## src/rtl/key_pkg.sv

```systemverilog
// Shared constants for the key single-step path: FSM state encoding and step counter width.
package key_pkg;

   localparam int STEP_CNT_W = 16;

   typedef enum logic [1:0] {
      ST_IDLE   = 2'd0,
      ST_HOLD   = 2'd1,
      ST_REPEAT = 2'd2,
      ST_RUN    = 2'd3
   } state_e;

endpackage

```

## src/rtl/step_stretch.sv

```systemverilog
// Stretches each one-cycle step strobe into a STEP_WIDTH-cycle high pulse on cpu_clk.
module step_stretch #(
   parameter int STEP_WIDTH = 4
) (
   input  logic clk_sys,
   input  logic reset,
   input  logic step_pulse,
   output logic cpu_clk
);

   localparam int W = (STEP_WIDTH > 1) ? $clog2(STEP_WIDTH) : 1;

   logic [W-1:0] width_q;
   logic [W-1:0] width_d;

   always_comb begin
      width_d = width_q;
      if (step_pulse) begin
         width_d = W'(STEP_WIDTH - 1);
      end else if (width_q != '0) begin
         width_d = width_q - W'(1);
      end
   end

   always_ff @(posedge clk_sys or negedge reset) begin
      if (!reset) begin
         width_q <= '0;
      end else begin
         width_q <= width_d;
      end
   end

   // NOTE: cpu_clk is an OR of the strobe and the remaining width, so it rises in the
   // strobe cycle and a restart while high can never produce a low glitch.
   assign cpu_clk = step_pulse | (width_q != '0);

endmodule

```

## src/rtl/key_step_ctrl.sv

```systemverilog
// Single-step controller: turns debounced key presses into CPU step events with
// hold-to-repeat, a free-running mode, a stretched cpu_clk and a wrapping step counter.
module key_step_ctrl
   import key_pkg::*;
#(
   parameter int HOLD_CYCLES   = 50_000_000,
   parameter int REPEAT_CYCLES = 10_000_000,
   parameter int RUN_DIV       = 25_000_000,
   parameter int STEP_WIDTH    = 4,
   parameter int CNT_W         = 32
) (
   input  logic                  clk_sys,
   input  logic                  reset,
   input  logic                  key_n,
   input  logic                  repeat_en,
   input  logic                  run_en,
   input  logic                  clr_cnt,
   output logic                  step_pulse,
   output logic                  cpu_clk,
   output logic [STEP_CNT_W-1:0] step_cnt,
   output logic [1:0]            state_o
);

   localparam logic [CNT_W-1:0] HOLD_LAST   = CNT_W'(HOLD_CYCLES - 1);
   localparam logic [CNT_W-1:0] REPEAT_LAST = CNT_W'(REPEAT_CYCLES - 1);
   localparam logic [CNT_W-1:0] RUN_LAST    = CNT_W'(RUN_DIV - 1);

   state_e                  state_q, state_d;
   logic [CNT_W-1:0]        ivl_q, ivl_d;
   logic                    key_prev_q, key_prev_d;
   logic                    step_pulse_q, step_pulse_d;
   logic [STEP_CNT_W-1:0]   step_cnt_q, step_cnt_d;
   logic                    press;

   assign press = key_prev_q & ~key_n;

   always_comb begin
      state_d      = state_q;
      ivl_d        = ivl_q;
      step_pulse_d = 1'b0;
      key_prev_d   = key_n;

      case (state_q)
         ST_IDLE: begin
            ivl_d = '0;
            if (run_en) begin
               state_d = ST_RUN;
            end else if (press) begin
               step_pulse_d = 1'b1;
               state_d      = ST_HOLD;
            end
         end
         ST_HOLD: begin
            if (run_en) begin
               state_d = ST_RUN;
               ivl_d   = '0;
            end else if (key_n) begin
               state_d = ST_IDLE;
               ivl_d   = '0;
            end else if (repeat_en) begin
               // A counter frozen by an earlier REPEAT exit may already sit past the hold mark.
               if (ivl_q >= HOLD_LAST) begin
                  step_pulse_d = 1'b1;
                  ivl_d        = '0;
                  state_d      = ST_REPEAT;
               end else begin
                  ivl_d = ivl_q + CNT_W'(1);
               end
            end
         end
         ST_REPEAT: begin
            if (run_en) begin
               state_d = ST_RUN;
               ivl_d   = '0;
            end else if (key_n) begin
               state_d = ST_IDLE;
               ivl_d   = '0;
            end else if (!repeat_en) begin
               state_d = ST_HOLD;
            end else if (ivl_q == REPEAT_LAST) begin
               step_pulse_d = 1'b1;
               ivl_d        = '0;
            end else begin
               ivl_d = ivl_q + CNT_W'(1);
            end
         end
         ST_RUN: begin
            if (!run_en) begin
               state_d = ST_IDLE;
               ivl_d   = '0;
            end else if (ivl_q == RUN_LAST) begin
               step_pulse_d = 1'b1;
               ivl_d        = '0;
            end else begin
               ivl_d = ivl_q + CNT_W'(1);
            end
         end
         default: begin
            state_d = ST_IDLE;
            ivl_d   = '0;
         end
      endcase

      // The counter tracks the strobe edge, so a clear sampled together with a step wins.
      step_cnt_d = step_cnt_q;
      if (clr_cnt) begin
         step_cnt_d = '0;
      end else if (step_pulse_d) begin
         step_cnt_d = step_cnt_q + STEP_CNT_W'(1);
      end
   end

   // NOTE: all state updates use non-blocking assignments; key_prev resets high so a key
   // already held when reset releases is seen as one fresh press.
   always_ff @(posedge clk_sys or negedge reset) begin
      if (!reset) begin
         state_q      <= ST_IDLE;
         ivl_q        <= '0;
         key_prev_q   <= 1'b1;
         step_pulse_q <= 1'b0;
         step_cnt_q   <= '0;
      end else begin
         state_q      <= state_d;
         ivl_q        <= ivl_d;
         key_prev_q   <= key_prev_d;
         step_pulse_q <= step_pulse_d;
         step_cnt_q   <= step_cnt_d;
      end
   end

   step_stretch #(
      .STEP_WIDTH (STEP_WIDTH)
   ) u_stretch (
      .clk_sys    (clk_sys),
      .reset      (reset),
      .step_pulse (step_pulse_q),
      .cpu_clk    (cpu_clk)
   );

   assign step_pulse = step_pulse_q;
   assign step_cnt   = step_cnt_q;
   assign state_o    = state_q;

endmodule

```

## config.mk

```make
export PLATFORM = sky130hd
export DESIGN_NAME = key_step_ctrl
export DESIGN_NICKNAME = d
export VERILOG_FILES = /design/src/rtl/key_pkg.sv /design/src/rtl/step_stretch.sv /design/src/rtl/key_step_ctrl.sv
export SDC_FILE = /design/constraint.sdc
export NUM_CORES = 1
export LEC_CHECK = 0
export ABC_AREA = 1
export ABC_CLOCK_PERIOD_IN_PS = 1800
export BUFFER_PORTS_ARGS = -buffer_cell sky130_fd_sc_hd__buf_2
export CAP_MARGIN = 20
export CORE_MARGIN = 5
export CORE_UTILIZATION = 60
export CTS_CLUSTER_DIAMETER = 60
export DETAILED_ROUTE_END_ITERATION = 7
export PLACE_DENSITY = 0.79
export SYNTH_ARGS = -nofsm -noshare
export SYNTH_HDL_FRONTEND = slang
export SYNTH_SLANG_ARGS = --single-unit
```

## constraint.sdc

```tcl
create_clock -name clk_sys -period 1.8 [get_ports clk_sys]
set_input_delay 0.45 -clock clk_sys [delete_from_list [all_inputs] [get_ports clk_sys]]
set_output_delay 0.45 -clock clk_sys [all_outputs]
set_load 0.02 [all_outputs]
```

# Word level (Yosys, flattened, before mapping)
# Index checks and enable logic that the tools add are counted.
[totals] word_cells=69 input_bits=6 output_inout_bits=20 register_bits=54
[classes] eq_ne=11 n_bitwise=3 reduce_logical=6 n_addsub=3 muxes=39 order_cmp=1
[op_table] operator="two-way mux 32 bit" count=10
[op_table] operator="case mux 32 bit (4 select lines)" count=1
[op_table] operator="adder 32 x 1 -> 32 bit, second input constant" count=1
[op_table] operator="equality test 32 x 24 -> 1 bit, second input constant" count=1
[op_table] operator="equality test 32 x 25 -> 1 bit, second input constant" count=1
[op_table] operator=">= comparator 32 x 26 -> 1 bit, second input constant" count=1
[op_table] operator="two-way mux 16 bit" count=2
[op_table] operator="two-way mux 2 bit" count=12
[op_table] operator="adder 16 x 1 -> 16 bit, second input constant" count=1
[op_table] operator="inequality test 4 bit, second input constant" count=4
[op_table] operator="two-way mux 1 bit" count=12
[op_table] operator="case mux 2 bit (4 select lines)" count=1
[op_table] operator="nonzero test 2 bit" count=3
[op_table] operator="AND reduction 5 bit" count=1
[op_table] operator="equality test 2 bit, second input constant" count=2
[op_table] operator="case mux 1 bit (4 select lines)" count=1
[op_table] operator="inequality test 3 bit, second input constant" count=1
[op_table] operator="equality test 2 x 1 -> 1 bit, second input constant" count=1
[op_table] operator="logical NOT 2 bit" count=1
[op_table] operator="inequality test 2 bit, second input constant" count=1
[op_table] operator="AND reduction 2 bit" count=1
[op_table] operator="subtractor 2 x 1 -> 2 bit, second input constant" count=1
[op_table] operator="bitwise AND 1 bit" count=1
[op_table] operator="NOT 1 bit" count=1
[op_table] operator="bitwise OR 1 bit" count=1

# Depth between registers and ports, before layout
[depth] depth_word=8 depth_mapped=13 mapped_depth_nobuf=12

# Hierarchy
# From an unflattened synthesis, not the netlist that was laid out.
[hier_totals] hier_cells=550 area_unflattened_um2=4035.1
[modules_own_cells] mod="key_step_ctrl" instances=1 seq_area_each_um2=1302.5 cells_per_inst=535 area_per_inst_um2=3920.0
[modules_own_cells] mod="step_stretch" instances=1 seq_area_each_um2=50.0 cells_per_inst=15 area_per_inst_um2=115.1

# Worst setup path after synthesis
# Ideal clock, no wire load.
[synth_path] path_type="reg-to-reg" start="reg step_cnt_q[0], in the netlist step_cnt[0]" end="reg step_cnt_q[10], in the netlist step_cnt[10]" n_path_buf=0 slack_ns=0.078 arrival_time_ns=1.603 setup_time_ns=0.119 synth_period_minus_slack_ns=1.722 stages_incl_launch_ff=11 required_time_ns=1.681 cell_sequence="dfrtp_1 > ha_1 > nand2_1 > nor2_1 > nand3_1 > nor2_1 > nand2_1 > xor2_1 > inv_1 > nand3_2 > nand2_1"
[synth_between] elab_chain_len=3
[synth_lines] element="from (decl)" line="key_step_ctrl.sv:32" rtl="logic [STEP_CNT_W-1:0] step_cnt_q, step_cnt_d;"
[synth_lines] element="from (signal assigned)" line="key_step_ctrl.sv:127" rtl="step_cnt_q <= step_cnt_d;"
[synth_lines] element="adder 16 x 1 -> 16 bit" line="key_step_ctrl.sv:109" rtl="step_cnt_d = step_cnt_q + STEP_CNT_W'(1);"
[synth_lines] element="two-way mux 16 bit" line="key_step_ctrl.sv:108" rtl="end else if (step_pulse_d) begin"
[synth_lines] element="two-way mux 16 bit" line="key_step_ctrl.sv:106" rtl="if (clr_cnt) begin"
# Every way passes these cells. The select of a mux whose other input is x is not followed.
# A chain may end at the register's enable or synchronous reset.

# Worst setup path in the final report
[layout_path] start="reg ivl_q[1]" end="reg ivl_q[22]"
[layout_between] elab_chain_len=6 elab_cells_between_ends=15 classes_between="add/sub (1); order compare (1); eq/ne (2); mux (11)"
[layout_lines] element="from (decl)" line="key_step_ctrl.sv:29" rtl="logic [CNT_W-1:0] ivl_q, ivl_d;"
[layout_lines] element="from (signal assigned)" line="key_step_ctrl.sv:124" rtl="ivl_q <= ivl_d;"
[layout_lines] element="adder 32 x 1 -> 32 bit (tied with other cells)" line="key_step_ctrl.sv:67, key_step_ctrl.sv:84, key_step_ctrl.sv:95"
[layout_lines] element="two-way mux 32 bit, on equally long branches" line="key_step_ctrl.sv:80, key_step_ctrl.sv:62"
[layout_lines] element="two-way mux 32 bit, on equally long branches" line="key_step_ctrl.sv:78, key_step_ctrl.sv:60"
[layout_lines] element="two-way mux 32 bit, on equally long branches" line="key_step_ctrl.sv:75, key_step_ctrl.sv:57"
[layout_lines] element="two-way mux 32 bit, on equally long branches" line="key_step_ctrl.sv:72, key_step_ctrl.sv:54"
[layout_lines] element="case mux 32 bit (4 select lines) *" line="key_step_ctrl.sv:43" rtl="case (state_q)"
# Every way passes the cells marked *; elsewhere a longest branch is shown, timed or not. The select of a mux whose other input is x is not followed.

==> out/qor.yml <==
avgViaCountPerCell: 5.740
fp.dieH_um: 91.37
r2r_start: "ivl_q[1]"
clk_path_buf_depth: 2
fill_cells: 466
drv_cap: 0
synth_ff_type: "dfrtp_1"
setup.worst_path.start_class: "flop"
grt_pass1_wl_mm: 15.90
slowest_stage: "dfrtp_1"
r2r_slack_ns: -0.1
p_comb_share_pct: 32.6
drtPass1Iterations: 5
antenna_found_initial: 0
drc: 0
grt.overflow.total: 0
worst_pin_slew_ns: 0.3672
r2r_end: "ivl_q[22]"
grtUsageTotal_pct: 22.84
hpwl_mm: 7.287
clock_latency_ns: 0.31
diodes: 0
min_period_over_period_pct: 105.3
cts-root-buf: "clkbuf_8"
avgSynthCellArea_sq_um: 7.262
leakage_nw: 2.264
slew-limit-headroom_pct: 75.33
gp_congestion: 0.9508
ys_ff_latch: 54
netlist_area_sq_mm: 0.003973
synthTopCellsByArea: "dfrtp_1 33%, nand2_1 13%, xor2_1 6.6%, nor2_1 6.4%, inv_1 5.4%"
crit_top_cell: "nor2_4"
seq_power_share_pct: 41.9
peakVddDrop_mv: 0.5848
critPathTopFamily: "simple AND/OR/NAND/NOR gates"
failed_checks: "negative setup slack"
wirelength_mm: 10.53
ys_seq_area_share_pct: 34.05
clock_skew_ns: 0.006646
switching_share_pct: 34.11
die_w_um: 91.37
yosysTopAreaCellShare_pct: 33.39
power_density_mw_per_mm2: 659.6
detail-route-antenna-nets: 0
synth_area_leader_cell: "dfrtp_1"
end_kind: "flop"
drive_gt1_share_pct: 32.08
grt_pass1_vias: 3540
synth.distinct_cells: 36
pin_count: 26
max_freq_mhz: 527.3
dr_total_vias: 3966
cpPeakStageDelay_ns: 0.37
r2r_cells: 9
async_flop_share_pct: 100.0
final_core_util_pct: 75.84
cts_buffers: 5
rows: 29
cts_sinks: 54
status: "finished, violations left"
drt-initial-drc-count: 338
core_sq_mm: 0.006386
hold_viol: 0
finalSetupViolCount: 2
clkPwrFrac_pct: 25.5
ctsHtreeMaxLevel: 2
ys.warnings.count: 0
ctsHoldBuffers: 0
synth_fp_nets: 556
synthToLayoutAreaGrowth_pct: 21.92
arrival_ns: 2.09
p_int_mw: 2.105
fin_total_pwr_mw: 3.195
rsz0062_at_grt: "yes"
synth_edf_count: 0
dieArea_sq_mm: 0.008348
cts.clk_slew.worst_paths_ns: 0.10
synthCells: 547
crit_chain: "ha_2, nand2_2, nor2_4, nand2_4, nor2_4, inv_1, nor3_1, xnor2_1, o21ai_2"
drv_slew: 0
worst_slack_ns: -0.09629
grt_max_degree: 33
min_period_ns: 1.896
post_drt_wl_per_cell_um: 15.24
hold_path_class: "in -> async"
critical_path_class: "reg -> reg"
crit_path_max_fanout: 4
power_switching_mw: 1.090
start_util_pct: 62.21
numPortBuffers: 25
nNetsFinal: 622
worst-endpoint-required_ns: 2.00
path_buf_inv: 1
cts_tree: "yes"
state kept, by name, indices dropped and copies added, names as in the netlist:
register and flops:
ivl_q 32, step_cnt 16, state_o 2, u_stretch.width_q 2, key_prev_q 1, step_pulse 1
worst max-delay path by stage:
stage,endpoint,cells after the start,slack [ns],start
6_report,ivl_q[22],9,-0.1,ivl_q[1]
5_1_grt,ivl_q[22],9,-0.20,ivl_q[1]
4_1_cts,ivl_q[19],11,0.02,ivl_q[29]
3_5_place_dp,step_cnt[0],10,-0.01,ivl_q[29]
3_3_place_gp,ivl_q[20],11,0.02,ivl_q[29]
2_1_floorplan,step_cnt[10],10,0.08,step_cnt[0]
through the flow:
step	setup TNS (ns)	setup WS [ns]	instance area, sq um	hold WS, ns	cells
global placement	0	0.02256	4367	0.3750	666
finish	-0.1007	-0.09629	4843	0.03431	691
global route	-3.094	-0.2017	4843	0.05233	691
floorplan	0	0.07751	3973	0.1544	547
detailed placement	-0.02084	-0.01482	4367	0.3747	666
CTS	0	0.01590	4486	0.03932	674
layout by cell type (no fill, tap or decap), drive strengths merged:
cell | netlist | final
ha | 3 | 3
clkbuf | 4 | 7
dfstp | 1 | 1
nor4 | 1 | 1
nand4 | 24 | 24
inv | 70 | 70
a21oi | 7 | 7
xor2 | 30 | 30
clkinv | 1 | 3
nand3b | 5 | 5
nor3 | 26 | 26
buf | 11 | 70
o31ai | 1 | 1
nor2 | 79 | 79
dfrtp | 53 | 53
xnor2 | 7 | 7
nand2 | 146 | 146
or2 | 1 | 1
bufinv | 0 | 1
nand3 | 43 | 45
o21ai | 34 | 34
layout make-up:
class                   count  area (sq um)  area share [%]
multi-input cells         409          2440           50.37
flip-flops and latches     54          1365           28.18
repair buffers             72         566.8           11.70
inverters                  71         266.5           5.502
well taps                  77         96.34           1.989
clock buffers               5         68.82           1.421
clock inverters             3         40.04          0.8267
power by group through the flow:
stage          combinational (mW)  sequential (mW)  clock, mW
2_1_floorplan               0.528             1.39          0
3_3_place_gp                0.822             1.36          0
3_5_place_dp                0.848             1.36          0
4_1_cts                     0.853             1.34      0.822
5_1_grt                      1.13             1.36      0.887
6_report                     1.04             1.34      0.813
layer usage:
metal	share of wire (%)	vias up	global-route usage (%)
li1	-	1889	-
met1	44	1885	31.68
met2	47	158	36.48
met3	5.9	34	3.471
met4	2.6	0	7.702
met5	0	-	0
synthesized netlist by cell type, types with 4 or more instances:
cell      instances
nand2_1         141
inv_1            57
o21ai_2          20
nor2_1           68
nand3_2          15
nor3_1           24
a21oi_1           6
xor2_1           30
xnor2_1           7
clkbuf_1          4
nand3b_1          4
nor2_2            6
nand3_1          27
o21ai_0          14
dfrtp_1          53
nand4_1          24
nor2_4            5
inv_2            13
cells by family (layout without fill, tap and decap cells):
logic type / Yosys count / count (layout) / share of synthesized area [%]
buf+inv: 86 / 151 / 9.763
xor+xnor: 37 / 37 / 8.157
flops: 54 / 54 / 34.05
compound gates: 42 / 42 / 7.339
simple gates: 325 / 327 / 39.75
fa+ha+maj: 3 / 3 / 0.9450
repair_timing:
| item | 4_1_cts | 5_1_grt |
|---|---|---|
| pin swaps | 1 | 16 |
| hold endpoints to repair | 0 | 0 |
| cloned | 0 | 4 |
| gates resized for setup | 5 | 60 |
| setup endpoints to repair | 15 | 48 |
| buffers inserted | 0 | 13 |
(Power assumes the default switching activity.)
